## config.mk

```make
export PLATFORM = sky130hd
export DESIGN_NAME = encode83_queue
export DESIGN_NICKNAME = d
export VERILOG_FILES = /design/src/rtl/encode83_pkg.sv /design/src/rtl/bcd7seg.sv /design/src/rtl/encode83_queue.sv
export SDC_FILE = /design/constraint.sdc
export NUM_CORES = 1
export LEC_CHECK = 0
export BUFFER_PORTS_ARGS = -buffer_cell sky130_fd_sc_hd__clkbuf_2
export CORE_ASPECT_RATIO = 1.4
export CORE_MARGIN = 2
export CORE_UTILIZATION = 35
export DETAILED_ROUTE_END_ITERATION = 6
export PLACE_DENSITY = 0.57
export SLEW_MARGIN = 0
export SYNTH_ARGS = -nofsm -noshare
export SYNTH_HDL_FRONTEND = slang
export SYNTH_SLANG_ARGS = --single-unit
```

## constraint.sdc

```tcl
create_clock -name clk -period 4.18 [get_ports clk]
set_input_delay 0.209 -clock clk [delete_from_list [all_inputs] [get_ports clk]]
set_output_delay 0.209 -clock clk [all_outputs]
set_load 0.03 [all_outputs]
```

## src/rtl/encode83_pkg.sv

```systemverilog
// Shared types, seven-segment glyphs and the priority-select helper for encode83_queue.
package encode83_pkg;

  typedef enum logic [0:0] {StIdle, StShow} state_e;

  // Active-low {g,f,e,d,c,b,a} glyphs for digits 0..7
  localparam logic [6:0] Seg0     = 7'h40;
  localparam logic [6:0] Seg1     = 7'h79;
  localparam logic [6:0] Seg2     = 7'h24;
  localparam logic [6:0] Seg3     = 7'h30;
  localparam logic [6:0] Seg4     = 7'h19;
  localparam logic [6:0] Seg5     = 7'h12;
  localparam logic [6:0] Seg6     = 7'h02;
  localparam logic [6:0] Seg7     = 7'h78;
  localparam logic [6:0] SegBlank = 7'h7f;

  typedef struct packed {
    logic [2:0] idx;
    logic [7:0] onehot;
  } prio_t;

  // Highest set bit wins; ascending scan lets later (higher) bits overwrite.
  function automatic prio_t prio_sel(input logic [7:0] vec);
    prio_t r;
    r.idx    = '0;
    r.onehot = '0;
    for (int i = 0; i < 8; i++) begin
      if (vec[i]) begin
        r.idx    = 3'(i);
        r.onehot = 8'(1) << i;
      end
    end
    return r;
  endfunction

endpackage

```

## src/rtl/bcd7seg.sv

```systemverilog
// Combinational 3-bit index to active-low seven-segment glyph.
module bcd7seg
  import encode83_pkg::*;
(
  input  logic [2:0] idx_i,
  output logic [6:0] seg_o
);

  always_comb begin
    seg_o = SegBlank;
    unique case (idx_i)
      3'd0: seg_o = Seg0;
      3'd1: seg_o = Seg1;
      3'd2: seg_o = Seg2;
      3'd3: seg_o = Seg3;
      3'd4: seg_o = Seg4;
      3'd5: seg_o = Seg5;
      3'd6: seg_o = Seg6;
      3'd7: seg_o = Seg7;
      default: seg_o = SegBlank;
    endcase
  end

endmodule

```

## src/rtl/encode83_queue.sv

```systemverilog
// Sticky request capture feeding a valid/ready 8-to-3 priority encoder with a
// seven-segment display of the last transferred index.
module encode83_queue
  import encode83_pkg::*;
(
  input  logic       clk,
  input  logic       rst,
  input  logic [7:0] req,
  input  logic       en,
  output logic       out_valid,
  input  logic       out_ready,
  output logic [2:0] out_idx,
  output logic [7:0] pending,
  output logic [7:0] dup_cnt,
  output logic [6:0] seg
);

  state_e     state_q, state_d;
  logic [7:0] pending_q, pending_d;
  logic [2:0] idx_q, idx_d;
  logic [7:0] dup_q, dup_d;
  logic [6:0] seg_q, seg_d;

  logic [6:0] glyph;
  prio_t      sel;
  logic       xfer, load;
  logic [7:0] taken, dup_bits;
  logic [3:0] dup_n;
  logic [8:0] dup_sum;

  bcd7seg u_bcd7seg (
    .idx_i(idx_q),
    .seg_o(glyph)
  );

  always_comb begin
    sel  = prio_sel(pending_q);
    xfer = (state_q == StShow) && out_ready;
    // A new index is loaded from idle or on the same edge as a transfer.
    load  = (pending_q != 8'h00) && ((state_q == StIdle) || xfer);
    taken = load ? sel.onehot : 8'h00;

    // The bit being taken this edge is re-latched, not counted as a duplicate.
    dup_bits = en ? (req & pending_q & ~taken) : 8'h00;
    dup_n    = '0;
    for (int i = 0; i < 8; i++) begin
      dup_n = dup_n + 4'(dup_bits[i]);
    end
    dup_sum = {1'b0, dup_q} + {5'b0, dup_n};
    dup_d   = dup_sum[8] ? 8'hff : dup_sum[7:0];

    pending_d = (pending_q & ~taken) | (en ? req : 8'h00);

    state_d = state_q;
    idx_d   = idx_q;
    seg_d   = seg_q;
    if (xfer) begin
      seg_d   = glyph;
      state_d = StIdle;
    end
    if (load) begin
      idx_d   = sel.idx;
      state_d = StShow;
    end
  end

  always_ff @(posedge clk) begin
    if (rst) begin
      state_q   <= StIdle;
      pending_q <= 8'h00;
      idx_q     <= 3'd0;
      dup_q     <= 8'h00;
      seg_q     <= SegBlank;
    end else begin
      state_q   <= state_d;
      pending_q <= pending_d;
      idx_q     <= idx_d;
      dup_q     <= dup_d;
      seg_q     <= seg_d;
    end
  end

  assign out_valid = (state_q == StShow);
  assign out_idx   = idx_q;
  assign pending   = pending_q;
  assign dup_cnt   = dup_q;
  assign seg       = seg_q;

endmodule

```

Word-level counts from Yosys, hierarchy flattened:

Memory sizes are Yosys's and may differ from the RTL's. A register that Yosys moved wholly into a read port is not among the register bits.
Cells that the tools add are included.

* register bits: 20
* latch bits: 0
* bits in writable memories: 0
* memory bits (read-only): 56
* output and inout bits: 27
* word-level logic and storage cells: 38
* memories kept: 1

Memories
* (no name shown): words 8, bits a word 7, rd ports 1, clocked after Yosys merged registers in 1, wr ports 0, line bcd7seg.sv:11 `unique case (idx_i)`

* $add $sub $neg: 8
* multipliers: 0
* divide/modulo/power cells: 0
* $lt $le $gt $ge: 0
* eq/ne operators: 0
* shift operators: 0
* mux-type cells: 14
* bitwise gates (word level): 6
* reductions and logical operators: 5

Operators by type and width (count)
* two-way mux 11 bit: 5
* two-way mux 8 bit: 4
* AND 8 bit: 3
* adder 4 x 1 -> 4 bit: 4
* two-way mux 10 bit: 1
* adder 8 x 4 -> 9 bit: 1
* two-way mux 9 bit: 1
* inverter 8 bit: 1
* OR 8 bit: 1
* nonzero test 8 bit: 1
* adder 3 x 1 -> 4 bit: 1
* adder 2 x 1 -> 3 bit: 1
* two-way mux 1 bit: 3
* adder 1 x 1 -> 2 bit: 1
* logical AND 1 bit: 2
* nonzero test 2 bit: 1
* logical OR 1 bit: 1
* inverter 1 bit: 1

Depth between registers and ports, before layout:

Gate-level depths: netlist of run 1.

* depth in word-level cells: 21
* gate-level depth with buffers: 17
* depth with buffers taken out: 17

Modules after synthesis:

From an unflattened synthesis of run 1, not the netlist that was laid out.

* cell total of the unflattened synthesis: 170
* area, all modules: 1547.7 µm²

Modules (own cells, without submodules)
* encode83_queue: times used 1, cells each 152, area each 1403.8 µm², sequential area each 540.5 µm²
* bcd7seg: times used 1, cells each 18, area each 143.9 µm², sequential area each 0.0 µm²

Worst setup path after synthesis of run 1:

No wires, ideal clock.

* path kind: register to register
* start point: register pending_q[5] (netlist: pending[5])
* end point: register dup_q[5] (netlist: dup_cnt[5])
* arrival: 4.148 ns
* data required time: 4.047 ns
* slack: -0.101 ns
* cell stages (with the launch flop): 18
* buffers on the path: 0
* period minus slack after synthesis: 4.281 ns
* cells stage by stage: dfxtp_1 -> nor4_4 -> nand3_1 -> o21ai_2 -> nor2_1 -> fa_1 -> inv_1 -> fa_1 -> inv_1 -> fa_1 -> inv_1 -> fa_1 -> inv_1 -> fa_1 -> a21o_1 -> a21oi_2 -> or2_1 -> a31oi_1

* word-level cells in the longest chain between the ends: 16
* elaborated cells on any way between the ends: 19

RTL lines
* start: declaration: line encode83_queue.sv:19 `logic [7:0] pending_q, pending_d;`
* start signal: assignment: line encode83_queue.sv:76 `pending_q <= pending_d;`
* two-way mux 11 bit (3 in series): line encode83_pkg.sv:28 `if (vec[i]) begin`
* two-way mux 8 bit: line encode83_queue.sv:41 `taken = load ? sel.onehot : 8'h00;`
* inverter 8 bit: line encode83_queue.sv:44 `dup_bits = en ? (req & pending_q & ~taken) : 8'h00;`
* AND 8 bit *: line encode83_queue.sv:44
* two-way mux 8 bit *: line encode83_queue.sv:44
* adder 1 x 1 -> 2 bit: line encode83_queue.sv:47 `dup_n = dup_n + 4'(dup_bits[i]);`
* adder 2 x 1 -> 3 bit: line encode83_queue.sv:47
* adder 3 x 1 -> 4 bit: line encode83_queue.sv:47
* adder 4 x 1 -> 4 bit (3 in series): line encode83_queue.sv:47
* adder 4 x 1 -> 4 bit *: line encode83_queue.sv:47
* adder 8 x 4 -> 9 bit *: line encode83_queue.sv:49 `dup_sum = {1'b0, dup_q} + {5'b0, dup_n};`
* two-way mux 8 bit *: line encode83_queue.sv:50 `dup_d = dup_sum[8] ? 8'hff : dup_sum[7:0];`
* end signal: assignment: line encode83_queue.sv:78 `dup_q <= dup_d;`
* end: declaration: line encode83_queue.sv:21 `logic [7:0] dup_q, dup_d;`

Mark *: on every way between the ends. The rest lies on a longest branch, timed or not.
A chain may end at the register's enable or synchronous reset.

Final worst setup path of run 1:

* start point: register pending_q[6] (netlist: pending[6])
* end point: register dup_q[4] (netlist: dup_cnt[4])

* word-level cells in the longest chain between the ends: 15
* elaborated cells on any way between the ends: 18

RTL lines (line)
* nonzero test 8 bit / two-way mux 11 bit (equally long branches): encode83_queue.sv:40, encode83_pkg.sv:28
* logical AND 1 bit / two-way mux 11 bit (equally long branches): encode83_queue.sv:40, encode83_pkg.sv:28
* two-way mux 8 bit: encode83_queue.sv:41
* inverter 8 bit: encode83_queue.sv:44
* AND 8 bit *: encode83_queue.sv:44
* two-way mux 8 bit *: encode83_queue.sv:44
* adder 1 x 1 -> 2 bit: encode83_queue.sv:47
* adder 2 x 1 -> 3 bit: encode83_queue.sv:47
* adder 3 x 1 -> 4 bit: encode83_queue.sv:47
* adder 4 x 1 -> 4 bit (3 in series): encode83_queue.sv:47
* adder 4 x 1 -> 4 bit *: encode83_queue.sv:47
* adder 8 x 4 -> 9 bit *: encode83_queue.sv:49
* two-way mux 8 bit *: encode83_queue.sv:50

Marked as above.

==> results of run 1 <==
==> routing by layer <==
metal | GRT usage, % | vias up | share of wire (%)
li1 | - | 699 | -
met3 | 1.57 | 4 | 2.9
met1 | 18.7 | 634 | 46
met2 | 28.4 | 29 | 50
met5 | 0 | - | 0
met4 | 4.00 | 0 | 0.98
==> power groups by stage <==
stage / combinational, W / clock [W] / sequential (W)
final: 0.000172 / 0.000150 / 0.000295
after global routing: 0.000192 / 0.000165 / 0.000298
after CTS: 0.000169 / 0.000158 / 0.000295
after detailed placement: 0.000163 / 0 / 0.000301
after global placement: 0.000164 / 0 / 0.000301
after floorplan: 0.0000782 / 0 / 0.000334
==> worst min-delay path, cell delays in order <==
cell and delay [ns]:
clkbuf_2 0.08, nand2_1 0.07, a21oi_1 0.05
==> path summary, 6_finish.rpt <==
check                          endpoint  cells past startpoint
setup / recovery  dup_cnt[4]$_SDFF_PP0_                     17
hold reg to reg     seg[6]$_SDFFE_PP1P_                      1
hold / removal    pending[4]$_SDFF_PP0_                      3
setup reg to reg  dup_cnt[4]$_SDFF_PP0_                     17
==> area by class of cell <==
class	instances	area (um^2)	area share, %
Multi-Input combinational cell	125	927	48.3
Clock inverter	1	5.00	0.261
Tap cell	45	56.3	2.93
Timing Repair Buffer	53	303	15.8
Clock buffer	3	41.3	2.15
Inverter	12	45.0	2.35
Sequential cell	27	543	28.3
==> stage by stage <==
| step | cell area, um^2 | setup slack, ns |
|---|---|---|
| 3_5_place_dp | 1810 | -0.0776 |
| 6_report | 1920 | 0.110 |
| 3_3_place_gp | 1810 | -0.0540 |
| 5_1_grt | 1920 | -0.0693 |
| 2_1_floorplan | 1510 | 0.00666 |
| 4_1_cts | 1900 | 0.00952 |
==> what timing repair did <==
| action | 4_1_cts | 5_1_grt |
|---|---|---|
| setup endpoints to repair | 7 | 8 |
| resized for setup | 6 | 5 |
| hold endpoints to repair | 0 | 0 |
| buffers inserted | 2 | 2 |
| pin swaps | 5 | 13 |
==> sequential cells by signal, indices dropped and copies added, names as in the netlist <==
register / flops
pending: 8
out_idx: 3
seg: 7
dup_cnt: 8
out_valid: 1
==> synth_stat cells, types with 2 or more instances <==
| library cell | number | area, um^2 |
|---|---|---|
| fa_1 | 5 | 100 |
| a211o_1 | 7 | 61.3 |
| mux2i_1 | 2 | 20.0 |
| o21ai_0 | 5 | 25.0 |
| a31oi_1 | 2 | 12.5 |
| o21ai_1 | 2 | 10.0 |
| ha_1 | 11 | 138 |
| clkbuf_1 | 2 | 7.51 |
| a21oi_1 | 17 | 85.1 |
| nor2b_1 | 3 | 18.8 |
| or2_2 | 3 | 18.8 |
| buf_1 | 2 | 7.51 |
| dfxtp_1 | 27 | 541 |
| nand2b_1 | 3 | 18.8 |
| nor2_1 | 22 | 82.6 |
| nand4_1 | 4 | 25.0 |
| nand2_1 | 12 | 45.0 |
| a211oi_1 | 4 | 30.0 |
| a22oi_1 | 3 | 22.5 |
| inv_1 | 12 | 45.0 |
| buf_2 | 2 | 10.0 |
| a21oi_2 | 2 | 17.5 |
| nor3b_1 | 2 | 15.0 |
==> kinds of logic after synthesis <==
| logic type | synth area share (%) |
|---|---|
| AO/OA/AOI/OAI | 20.6 |
| XOR/XNOR | 0.580 |
| adder cells (fa/ha/maj) | 15.7 |
| buffers and inverters | 5.14 |
| flip-flops | 35.8 |
| multiplexers | 2.07 |
| AND/OR/NAND/NOR | 20.0 |
==> placed cells by master (no fill, tap or decap), types with 5 or more instances in the layout <==
master / instances
inv_1: 10
nor2_1: 21
o21ai_0: 5
nand2_1: 11
buf_4: 15
a21oi_1: 17
ha_1: 11
dfxtp_1: 25
a211o_1: 7
clkbuf_2: 38
==> Flow_metrics.wiki, run 1 <==
{| class="wikitable"
! Metric !! Value
|-
| Endpoint arrival time on the critical path || 4.22 ns
|-
| Wire length after detailed routing || 3470 um
|-
| Rel. slew slack || 61.4%
|-
| Die area || 4860 um^2
|-
| Net count of the mapped netlist || around 200
|-
| Clk buf depth || 2
|-
| Final critical-path required period || around 4 ns
|-
| Mapped Avg Cell Area || 8.83 um^2
|-
| Portion of the post-synthesis area used by sequential elements || 35.8%
|-
| Via count || 1,366
|-
| Part of the total power dissipated in combinational logic || 27.9%
|-
| F_max || between 200 and 250 MHz
|-
| Gate family responsible for the most delay along the worst path || adder cells
|-
| Die Y || 81.7 um
|-
| Number of enable flip-flop cells after synthesis || 0
|-
| Starting density of the core || 35.9%
|-
| TritonCTS clock tree || built
|-
| Largest net degree at the start of global routing || 29
|-
| Iteration-0 DRC count of the detailed router || a little under 70
|-
| Aggregate negative setup slack || 0 ns
|-
| Type of the worst setup path || register to register
|-
| Worst-case hold slack || 0.170 ns
|-
| Cell at the slowest stage of the critical path || fa_1
|-
| Count of nets left with antenna violations after detail routing || 0
|-
| Worst-margin pin slew || 0.580 ns
|-
| Root buf cell || clkbuf_8
|-
| Count of state elements after synthesis || 27
|-
| Count of yosys warnings during synthesis || 0
|-
| Utilization after layout || 45.7%
|-
| Fraction of registers with async set or reset after synthesis || 0%
|-
| Mapped Area || 1510 um^2
|-
| First-pass GRT wire length || between 5000 and 6000 um
|-
| Number of placed I/O pins || 39
|-
| Post-Layout Cell Count || about 270
|-
| Overflow left after global routing || 0
|-
| # DRC || 0
|-
| Post-DR vias/cell || between 5 and 6
|-
| Commonest register cell after synthesis || dfxtp_1
|-
| Depth of the CTS H-tree || 1
|-
| Detailed-router iteration count before antenna repair || 4
|-
| Count of distinct cell types in the synthesized netlist || 40
|-
| Post-CTS Hold Fix Bufs || 0
|-
| CP required || 4.33 ns
|-
| Net Switching || 0.000205 W
|-
| Antenna violations before repair || 0
|-
| Largest fanout of any net on the critical path || 5
|-
| Static leakage power || 0.881 nW
|-
| Clock network fraction of total power || 24.3%
|-
| Antenna Cells || 0
|-
| Final worst clock skew || 0.00256 ns
|-
| Layout overhead on the synthesized area || 27.2%
|-
| Filler cell count || around 430
|-
| Fin. max-slew vios || 0
|-
| Die X-Extent || just under 60 um
|-
| Crit path buf inv count || 4
|-
| Number of setup violations in the final report || 0
|-
| Nets@finish || 250
|-
| Worst-case register-to-register setup slack || approximately 0.11 ns
|-
| CTS buffer count || 3
|-
| Placed cell count || 258
|-
| Clock latency reported for the late side of the worst-skew pair || 0.27 ns
|-
| Vias in the first global route || ~1,300
|-
| Cell type with the highest occurrence count on the critical path || fa_1
|-
| Run status || complete, no violations
|-
| R2R Path Start || pending[6]$_SDFF_PP0_
|-
| Hold_sp || req[4]
|-
| Gate count of the mapped netlist || 171
|-
| Average wire per standard cell || 13.1 um
|-
| Category of the worst setup path launch point || register
|-
| Max capacitance violation total || 0
|-
| Cell-internal power || 0.000411 W
|-
| Share of post-route cells with drive strength above 1 || between 30% and 40%
|-
| DP HPWL || between 2000 and 3000 um
|-
| Unrepaired setup endpoints after global routing || yes
|-
| Maximum cell stage delay along the critical path || 0.52 ns
|-
| Register share of total power || 47.8%
|-
| Hold crit path type || input pin to register
|-
| Core outline area || 4200 um^2
|-
| Clk pin slew, worst setup/hold paths || 0.09 ns
|-
| Ordered list of cells on the worst path || nor4_4 -> nand3_2 -> o21ai_2 -> nor2_2 -> fa_1 -> inv_1 -> fa_1 -> inv_2 -> fa_1 -> inv_1 -> fa_2 -> inv_2 -> fa_2 -> a21o_1 -> a21oi_4 -> mux2i_1 -> nor2_1
|-
| Total Power || 0.000616 W
|-
| Final Wtd Congestion || ~0.74
|-
| Maximum VDD drop || between 0.1 and 0.15 mV
|-
| Worst setup path start || pending[6]$_SDFF_PP0_
|-
| Power per cell area || 321 nW/um^2
|-
| Period utilisation layout || roughly 97%
|-
| Overall fraction of global-route tracks in use || 15.4%
|-
| Clk sink count || 27
|-
| Total count of hold-check failures in the final report || 0
|-
| Sw Ratio || 33.3%
|-
| Standard-cell row count || 28
|-
| Input/output buffers || 38
|-
| Critical path endpoint category || register
|}
(Power assumes the default switching activity.)
==> run 2, diff against run 1 <==
--- a/config.mk
+++ b/config.mk
@@ -8,10 +8,9 @@
 export BUFFER_PORTS_ARGS = -buffer_cell sky130_fd_sc_hd__clkbuf_2
 export CORE_ASPECT_RATIO = 1.4
 export CORE_MARGIN = 2
-export CORE_UTILIZATION = 35
+export CORE_UTILIZATION = 47
 export DETAILED_ROUTE_END_ITERATION = 6
-export PLACE_DENSITY = 0.57
-export SLEW_MARGIN = 0
+export PLACE_DENSITY = 0.73
 export SYNTH_ARGS = -nofsm -noshare
 export SYNTH_HDL_FRONTEND = slang
 export SYNTH_SLANG_ARGS = --single-unit
==> run 2 against run 1 <==
Via count grew 4.0%. Global-route usage grew 5.2 points. First-iteration DRC count shrank 54%. Critical path depth is the same. Utilization grew 15 points. Highest routed layer unchanged.
==> Flow_metrics.wiki, run 2 (same netlist as run 1, synthesis figures left out) <==
{| class="wikitable"
! Metric !! Value
|-
| Fin. max-slew vios || 0 (unchanged)
|-
| Wire length after detailed routing || 3500 um (was 3470 um)
|-
| DP HPWL || 2710 um (was 2650 um)
|-
| Share of post-route cells with drive strength above 1 || 35.3% (was 35.7%)
|-
| Part of the total power dissipated in combinational logic || 27.5% (was 27.9%)
|-
| Filler cell count || 277 (was 428)
|-
| Starting density of the core || 48.8% (was 35.9%)
|-
| Setup slack of the critical path after layout || 0.124 ns (was 0.110 ns)
|-
| Via count || 1,421 (was 1,366)
|-
| F_max || 247 MHz (was 246 MHz)
|-
| Ordered list of cells on the worst path || nor4_4 -> nand2_1 -> o21ai_2 -> nor2_1 -> fa_1 -> inv_2 -> fa_1 -> inv_1 -> fa_1 -> inv_2 -> fa_2 -> inv_2 -> fa_2 -> a21o_1 -> a21oi_4 -> or2_4 -> a31oi_1 (was nor4_4 -> nand3_2 -> o21ai_2 -> nor2_2 -> fa_1 -> inv_1 -> fa_1 -> inv_2 -> fa_1 -> inv_1 -> fa_2 -> inv_2 -> fa_2 -> a21o_1 -> a21oi_4 -> mux2i_1 -> nor2_1)
|-
| Worst-margin pin slew || 0.597 ns (was 0.580 ns)
|-
| Maximum VDD drop || 0.189 mV (was 0.118 mV)
|-
| Antenna violations before repair || 0 (unchanged)
|-
| Max capacitance violation total || 0 (unchanged)
|-
| Type of the worst setup path || register to register (unchanged)
|-
| Iteration-0 DRC count of the detailed router || 32 (was 69)
|-
| Overall fraction of global-route tracks in use || 20.6% (was 15.4%)
|-
| Category of the worst setup path launch point || register (unchanged)
|-
| Hold_sp || req[4] (unchanged)
|-
| Power per cell area || 325 nW/um^2 (was 321 nW/um^2)
|-
| Die area || 3690 um^2 (was 4860 um^2)
|-
| Routing layer with the top usage in global route || met2 (unchanged)
|-
| Final critical-path required period || 4.06 ns (was 4.07 ns)
|-
| Root buf cell || clkbuf_8 (unchanged)
|-
| Cell at the slowest stage of the critical path || fa_1 (unchanged)
|-
| Layout overhead on the synthesized area || 25.3% (was 27.2%)
|-
| Overflow left after global routing || 0 (unchanged)
|-
| Number of placed I/O pins || 39 (unchanged)
|-
| Worst-case hold slack || 0.176 ns (was 0.170 ns)
|-
| # DRC || 0 (unchanged)
|-
| CTS buffer count || 3 (unchanged)
|-
| Standard-cell row count || 24 (was 28)
|-
| Clk buf depth || 2 (unchanged)
|-
| Largest fanout of any net on the critical path || 5 (unchanged)
|-
| Utilization after layout || 61.2% (was 45.7%)
|-
| Crit path buf inv count || 4 (unchanged)
|-
| TritonCTS clock tree || built (unchanged)
|-
| Dpl ws || -0.110 ns (was -0.0776 ns)
|-
| Number of setup violations in the final report || 0 (unchanged)
|-
| Met1 GRT Util || 22.8% (was 18.7%)
|-
| Vias in the first global route || 1,424 (was 1,317)
|-
| Period utilisation layout || 97.0% (was 97.4%)
|-
| Post-CTS Hold Fix Bufs || 0 (unchanged)
|-
| Total count of hold-check failures in the final report || 0 (unchanged)
|-
| Final worst clock skew || 0.00985 ns (was 0.00256 ns)
|-
| Run status || complete, no violations (unchanged)
|-
| Endpoint arrival time on the critical path || 4.19 ns (was 4.22 ns)
|-
| Largest net degree at the start of global routing || 29 (unchanged)
|-
| Static leakage power || 0.867 nW (was 0.881 nW)
|-
| Post-DR vias/cell || 5.53 (was 5.14)
|-
| R2R Path Start || pending[6]$_SDFF_PP0_ (unchanged)
|-
| Core outline area || 3090 um^2 (was 4200 um^2)
|-
| Final Wtd Congestion || 0.822 (was 0.737)
|-
| Depth of the CTS H-tree || 1 (unchanged)
|-
| Antenna Cells || 0 (unchanged)
|-
| Hold crit path type || input pin to register (unchanged)
|-
| Most common cell after layout, fill and taps aside || clkbuf_2 (unchanged)
|-
| Detailed-router iteration count before antenna repair || 4 (unchanged)
|-
| Routing usage on met3 || 3.80% (was 1.57%)
|-
| First-pass GRT wire length || 5910 um (was 5820 um)
|-
| Critical path endpoint category || register (unchanged)
|-
| Unrepaired setup endpoints after global routing || yes (unchanged)
|-
| Die X-Extent || 51.9 um (was 59.5 um)
|-
| Net Switching || 0.000205 W (about the same)
|-
| Gate family responsible for the most delay along the worst path || adder cells (unchanged)
|-
| Die Y || 71.1 um (was 81.7 um)
|-
| Count of nets left with antenna violations after detail routing || 0 (unchanged)
|-
| Sw Ratio || 33.4% (was 33.3%)
|-
| Worst setup path start || pending[6]$_SDFF_PP0_ (unchanged)
|-
| Cell-internal power || 0.000409 W (was 0.000411 W)
|-
| Nets@finish || 247 (was 250)
|-
| Register share of total power || 48.2% (was 47.8%)
|-
| CP required || 4.31 ns (was 4.33 ns)
|-
| Input/output buffers || 38 (unchanged)
|-
| Routing usage on met2 || 36.8% (was 28.4%)
|-
| Clock network fraction of total power || 24.3% (about the same)
|-
| Clk pin slew, worst setup/hold paths || 0.10 ns (was 0.09 ns)
|-
| Maximum cell stage delay along the critical path || 0.50 ns (was 0.52 ns)
|-
| Top library cells by usage in the layout, fill and taps aside || clkbuf_2 (38), dfxtp_1 (24), nor2_1 (21), a21oi_1 (16) (was clkbuf_2 (38), dfxtp_1 (25), nor2_1 (21), a21oi_1 (17), buf_4 (15))
|-
| Clock latency reported for the late side of the worst-skew pair || 0.28 ns (was 0.27 ns)
|-
| Rel. slew slack || 60.2% (was 61.4%)
|-
| Clk sink count || 27 (unchanged)
|-
| Average wire per standard cell || 13.6 um (was 13.1 um)
|}
-- run 2: worst paths after layout --
check | to | slack, ns | cells past startpoint
worst min-delay path | pending[4]$_SDFF_PP0_ | 0.18 | 3
worst max register to register | dup_cnt[5]$_SDFF_PP0_ | 0.12 | 17
worst max-delay path | dup_cnt[5]$_SDFF_PP0_ | 0.12 | 17
worst min register to register | seg[5]$_SDFFE_PP1P_ | 0.47 | 1
-- run 2: metrics by stage --
stage	instances	total power (W)	TNS, ns	area, um^2
after CTS	256	0.000616	0	1880
after detailed placement	251	0.000465	-0.572	1790
final	257	0.000614	0	1890
after global routing	257	0.000646	-0.178	1890
after floorplan	171	0.000412	0	1510
after global placement	251	0.000459	0	1790
-- run 2: area by class of cell --
cell class | instances | area, um^2 | area share (%)
inverter | 12 | 45.0 | 2.38
timing repair buffer | 50 | 280 | 14.8
clock buffer | 4 | 45.0 | 2.38
multi-input combinational | 125 | 928 | 49.1
sequential | 27 | 544 | 28.8
tap | 39 | 48.8 | 2.58
-- run 2: worst register-to-register path: stages, from the launching register on --
cell     delay, ns
dfxtp_2       0.34
nor4_4        0.35
nand2_1       0.14
o21ai_2       0.15
nor2_1        0.07
fa_1          0.50
inv_2         0.04
fa_1          0.48
inv_1         0.05
fa_1          0.44
inv_2         0.07
fa_2          0.19
inv_2         0.04
fa_2          0.34
a21o_1        0.22
a21oi_4       0.23
or2_4         0.19
a31oi_1       0.08
-- run 2: timing repair --
action | in CTS | in global routing
endpoints found under the hold margin | 0 | 0
setup endpoints to repair | 7 | 8
buffers inserted | 1 | 1
pin swaps | 7 | 13
resized for setup | 9 | 4
-- run 2: metal layers --
| metal | routed length, um | part of all wire, % |
|---|---|---|
| met1 | 1420 | 41 |
| met2 | 1820 | 52 |
| met3 | 148 | 4.2 |
| met4 | 106 | 3.0 |
| met5 | 0 | 0 |
-- run 2: power groups by stage --
| stage | Clock (W) | Sequential, W | Combinational [W] |
|---|---|---|---|
| finish | 0.000150 | 0.000296 | 0.000169 |
| global route | 0.000160 | 0.000299 | 0.000187 |
| CTS | 0.000152 | 0.000296 | 0.000168 |
| detailed placement | 0 | 0.000302 | 0.000163 |
| global placement | 0 | 0.000300 | 0.000159 |
| floorplan | 0 | 0.000334 | 0.0000782 |
